### src/rtl/mem_bus_arbiter.sv
// Two-requester (DMA, CPU) arbiter for the single memory port; grants are held until mem_ok.
// Optional ARB_ROUND_ROBIN_EN replaces fixed DMA priority + burst limiter with alternating priority.
module mem_bus_arbiter #(
    parameter int MAX_DMA_BURST = 16,
    parameter int CNT_W         = 5
) (
    input  logic        clk,
    input  logic        rst,
    input  logic        cpu_req,
    input  logic [31:0] cpu_addr,
    input  logic [31:0] cpu_wdata,
    input  logic [1:0]  cpu_width,
    input  logic        cpu_we,
    output logic        cpu_ack,
    output logic [31:0] cpu_rdata,
    input  logic        dma_req,
    input  logic [31:0] dma_addr,
    input  logic [31:0] dma_wdata,
    input  logic [1:0]  dma_width,
    input  logic        dma_we,
    output logic        dma_ack,
    output logic [31:0] dma_rdata,
    output logic [31:0] mem_addr,
    output logic [31:0] mem_wdata,
    input  logic [31:0] mem_rdata,
    output logic [1:0]  mem_width,
    output logic        mem_read,
    output logic        mem_write,
    input  logic        mem_ok,
    output logic        grant_dma
);

    typedef enum logic [1:0] {
        IDLE    = 2'd0,
        GNT_CPU = 2'd1,
        GNT_DMA = 2'd2
    } state_t;

    state_t state;
    state_t state_next;
    logic   arb_point;
    logic   pick_dma;

    // A new winner is chosen every idle cycle and on the completing cycle of a grant.
    assign arb_point = (state == IDLE) || mem_ok;

`ifdef ARB_ROUND_ROBIN_EN
    logic last_dma;

    assign pick_dma = dma_req && (!cpu_req || !last_dma);

    always_ff @(posedge clk or posedge rst) begin
        if (rst) begin
            last_dma <= 1'b0;
        end else if (arb_point && state_next == GNT_DMA) begin
            last_dma <= 1'b1;
        end else if (arb_point && state_next == GNT_CPU) begin
            last_dma <= 1'b0;
        end
    end
`else
    logic [CNT_W-1:0] cnt;
    logic [CNT_W-1:0] cnt_next;

    always_comb begin
        // NOTE: every always_comb output gets a default first, so no path leaves it unassigned (no latch).
        cnt_next = cnt;
        if (!cpu_req) begin
            cnt_next = '0;
        end else if (state == GNT_CPU && mem_ok) begin
            cnt_next = '0;
        end else if (state == GNT_DMA && mem_ok && cnt != CNT_W'(MAX_DMA_BURST)) begin
            cnt_next = cnt + 1'b1;
        end
    end

    // The decision sees the count including the DMA transaction completing this cycle.
    assign pick_dma = dma_req &&
                      !(cpu_req && (MAX_DMA_BURST != 0) && cnt_next == CNT_W'(MAX_DMA_BURST));

    always_ff @(posedge clk or posedge rst) begin
        if (rst) begin
            cnt <= '0;
        end else begin
            cnt <= cnt_next;
        end
    end
`endif

    always_comb begin
        state_next = state;
        if (arb_point) begin
            if (pick_dma) begin
                state_next = GNT_DMA;
            end else if (cpu_req) begin
                state_next = GNT_CPU;
            end else begin
                state_next = IDLE;
            end
        end
    end

    always_ff @(posedge clk or posedge rst) begin
        // NOTE: sequential state uses non-blocking assignments so all flops update together at the edge.
        if (rst) begin
            state <= IDLE;
        end else begin
            state <= state_next;
        end
    end

    assign grant_dma = (state == GNT_DMA);

    always_comb begin
        mem_addr  = '0;
        mem_wdata = '0;
        mem_width = '0;
        mem_read  = 1'b0;
        mem_write = 1'b0;
        cpu_ack   = 1'b0;
        cpu_rdata = '0;
        dma_ack   = 1'b0;
        dma_rdata = '0;
        case (state)
            GNT_CPU: begin
                mem_addr  = cpu_addr;
                mem_wdata = cpu_wdata;
                mem_width = cpu_width;
                mem_read  = ~cpu_we;
                mem_write = cpu_we;
                cpu_ack   = mem_ok;
                cpu_rdata = mem_ok ? mem_rdata : '0;
            end
            GNT_DMA: begin
                mem_addr  = dma_addr;
                mem_wdata = dma_wdata;
                mem_width = dma_width;
                mem_read  = ~dma_we;
                mem_write = dma_we;
                dma_ack   = mem_ok;
                dma_rdata = mem_ok ? mem_rdata : '0;
            end
            default: ;
        endcase
    end

endmodule
### config.mk
export PLATFORM = sky130hd
export DESIGN_NAME = mem_bus_arbiter
export DESIGN_NICKNAME = d
export VERILOG_FILES = /design/src/rtl/mem_bus_arbiter.sv
export SDC_FILE = /design/constraint.sdc
export NUM_CORES = 1
export LEC_CHECK = 0
export CORE_AREA = 2 2 119 121
export CTS_BUF_LIST = sky130_fd_sc_hd__clkbuf_2 sky130_fd_sc_hd__clkbuf_4 sky130_fd_sc_hd__clkbuf_8
export DETAILED_ROUTE_END_ITERATION = 16
export DIE_AREA = 0 0 121 123
export PLACE_DENSITY = 0.54
export SLEW_MARGIN = 25
export SYNTH_ARGS = -nofsm -noshare
export SYNTH_HDL_FRONTEND = slang
export SYNTH_SLANG_ARGS = --single-unit
### constraint.sdc
create_clock -name clk -period 1.9 [get_ports clk]
set_input_delay 0.19 -clock clk [delete_from_list [all_inputs] [get_ports clk]]
set_output_delay 0.19 -clock clk [all_outputs]
set_load 0.1 [all_outputs]
==> results of run 1 <==
per-layer routing:
| metal | track usage, % | wire, um |
|---|---|---|
| met1 | 20.4 | 5650 |
| met2 | 35.7 | 8300 |
| met3 | 5.72 | 1380 |
| met4 | 3.13 | 195 |
| met5 | 0 | 13 |
repair_timing:
item                                    CTS  global route
gates cloned                              5             6
hold endpoints to repair                  0             0
endpoints found under the setup margin   81           125
setup buffers                             7             4
pin swaps                                 0            10
gates resized for setup                   9            10
worst register-to-register path, cell delays in order (launching register included):
cell	delay [ps]
dfrtp_1	390
inv_2	90
ha_4	300
buf_4	170
nand3_2	80
or3_1	370
a21oi_2	210
a31oi_1	110
final cells by class:
class | count | area [um^2]
well taps | 180 | 225
fillers | 1114 | 5590
flip-flops and latches | 7 | 176
inverters | 8 | 30.0
repair buffers | 337 | 4980
multi-input cells | 241 | 2560
clock buffers | 4 | 48.8
how the worst min path moves through the flow:
| stage | start | endpoint | slack, ps | cells past startpoint |
|---|---|---|---|---|
| 2_1_floorplan | rst | cnt[0] | -7 | 1 |
| 3_3_place_gp | rst | state[1] | 450 | 2 |
| 3_5_place_dp | rst | state[0] | 460 | 2 |
| 4_1_cts | rst | state[0] | 210 | 2 |
| 5_1_grt | rst | cnt[3] | 220 | 2 |
| 6_report | rst | cnt[3] | 200 | 2 |
where the power goes:
group	switching [uW]	total, uW	internal [uW]
logic	3400	6000	2600
clock network	68.4	228	160
registers	11.9	172	160
total	3480	6400	2920
synthesized netlist by cell type, types with 3 or more instances:
library cell | count | area [um^2]
a21oi_1 | 4 | 20.0
nor2b_1 | 67 | 419
and2_1 | 3 | 18.8
o21ai_0 | 3 | 15.0
a22oi_1 | 67 | 503
or3_1 | 5 | 31.3
nor2_1 | 4 | 15.0
inv_1 | 8 | 30.0
clkbuf_1 | 26 | 97.6
buf_2 | 3 | 15.0
buf_1 | 7 | 26.3
and3_1 | 64 | 400
mux2i_1 | 3 | 30.0
nand2_1 | 5 | 18.8
ha_1 | 5 | 62.6
dfrtp_1 | 7 | 175
registers in the layout (all words and copies together), names as in the netlist:
name,flops
state,2
cnt,5
cell families after synthesis:
group / share of synthesized area (%)
and+or+nand+nor: 46.5
AOI/OAI and AO/OA: 30.2
buffers and inverters: 8.91
DFF: 8.85
adders and majority gates: 3.16
muxes: 1.52
xor gates and xnor gates: 0.885
through the flow:
step | total power [uW] | instances
2_1_floorplan | 3740 | 293
5_1_grt | 6610 | 777
6_report | 6400 | 777
3_3_place_gp | 5700 | 751
4_1_cts | 6230 | 767
3_5_place_dp | 5730 | 751
==> flow_summary.json, run 1 <==
{
  "violations": "setup timing",
  "endpoint_kind": "primary output",
  "dpl.hpwl_mm": 11.6,
  "power_density_nw_per_um2": 798,
  "grt_antenna_before_repair": 1,
  "layout.nets": 774,
  "endpoint": "cpu_rdata[10]",
  "synthesis.nets": 469,
  "rows": 43,
  "io_pins": 306,
  "die_area_um2": 14900,
  "core_um2": 13600,
  "synth_edf_count": 0,
  "worstPathArrival_ps": 1750,
  "path_cells": "inv_2, ha_4, bufbuf_16, and3_2, buf_12",
  "relSlewSlack_pct": 78.2,
  "viasPerCell": 4.62,
  "crit_cells": 5,
  "skew_ps": 3.92,
  "placed_cell_area_um2": 7510,
  "io_buffers": 305,
  "synthesis.area_um2": 1980,
  "syn_avg_cell_area_um2": 6.76,
  "die_x_um": 121,
  "hold_buffers": 0,
  "worstSetupPathType": "reg -> out",
  "critPathTopFamily": "buffers and inverters",
  "critical-path-slowest-cell": "dfrtp_2",
  "worstPathRequired_ps": 1710,
  "post-route-min-period_ps": 1940,
  "utilization_pct": 58.9,
  "gr-usage-all-layers_pct": 18.7,
  "critical_path.max_fanout": 28,
  "synth_ff_type": "dfrtp_1",
  "wl_mm": 15.5,
  "root_buffer": "clkbuf_8",
  "setup-tns-final_ps": -1730,
  "die_height_um": 123,
  "layout_setup_ws_ps": -39.4,
  "drc": 0,
  "critPathMaxStageDelay_ps": 430,
  "first_pass_iters": 4,
  "ys_types": 28,
  "grt_max_degree": 65,
  "clk_path_buf_depth": 2,
  "ys_seq_elements": 7,
  "drt_first_iter_violations": 82,
  "rsz0062_at_grt": "true",
  "clock_sinks": 7,
  "clk_pin_slew_ps": 40,
  "grt_pass1_wl_mm": 21.8,
  "ys_warn_count": 0,
  "drive_gt1_share_pct": 59.3,
  "antenna_cells": 0,
  "r2r-start": "state[0]",
  "wire_per_inst_um": 20.0,
  "tightest_slew_ps": 327,
  "grt_pass1_vias": 3765,
  "rr_endpoint": "state[1]",
  "num_vias": 3587,
  "syn_inst": 293,
  "ys_seq_area_share_pct": 8.85,
  "htree_levels": 1,
  "hold_viol": 0,
  "clk_latency_ps": 230,
  "postRouteAntennaNets": 0,
  "fin_crit_sh_pct": 102,
  "p_leak_uw": 0.00320,
  "slew_viol_final": 0,
  "cts_buffers": 3,
  "r2r_cells": 7,
  "status": "finished with violations",
  "layout.cells.most_common": "clkdlybuf4s50_1",
  "cts_tree": "done",
  "maxCapViolations": 0,
  "mostFrequentLayoutCells": "169 x clkdlybuf4s50_1, 142 x buf_12, 67 x nor2b_4, 36 x a22oi_2, 33 x and3_2",
  "final-setup-viol-count": 87,
  "grt-ovfl-total": 0,
  "critPathLaunchType": "flop",
  "fin_area_um2": 8020,
  "synthToLayoutAreaGrowth_pct": 305,
  "hold_slack_ps": 199,
  "worstHoldPathType": "in -> async",
  "startpoint": "state[1]",
  "post-place-ws_ps": 125,
  "gp_congestion": 0.784,
  "fmax_ghz": 0.516,
  "reg2reg_setup_slack_ps": 30,
  "vdd_drop_max_mv": 0.312,
  "initial_core_util_pct": 14.5,
  "cp_num_buf_inv": 3,
  "synth_async_sr_flop_share_pct": 100
}
No activity file was read; power rests on OpenSTA's default activity.
==> inputs of run 2 (changes only) <==
--- a/config.mk
+++ b/config.mk
@@ -7,10 +7,11 @@
 export LEC_CHECK = 0
 export CORE_AREA = 2 2 119 121
 export CTS_BUF_LIST = sky130_fd_sc_hd__clkbuf_2 sky130_fd_sc_hd__clkbuf_4 sky130_fd_sc_hd__clkbuf_8
+export CTS_CLUSTER_DIAMETER = 200
 export DETAILED_ROUTE_END_ITERATION = 16
 export DIE_AREA = 0 0 121 123
 export PLACE_DENSITY = 0.54
-export SLEW_MARGIN = 25
+export SLEW_MARGIN = 20
 export SYNTH_ARGS = -nofsm -noshare
 export SYNTH_HDL_FRONTEND = slang
 export SYNTH_SLANG_ARGS = --single-unit
==> results of run 2 <==
Same layout as run 1: the final DEF is identical, and so are final timing and power.
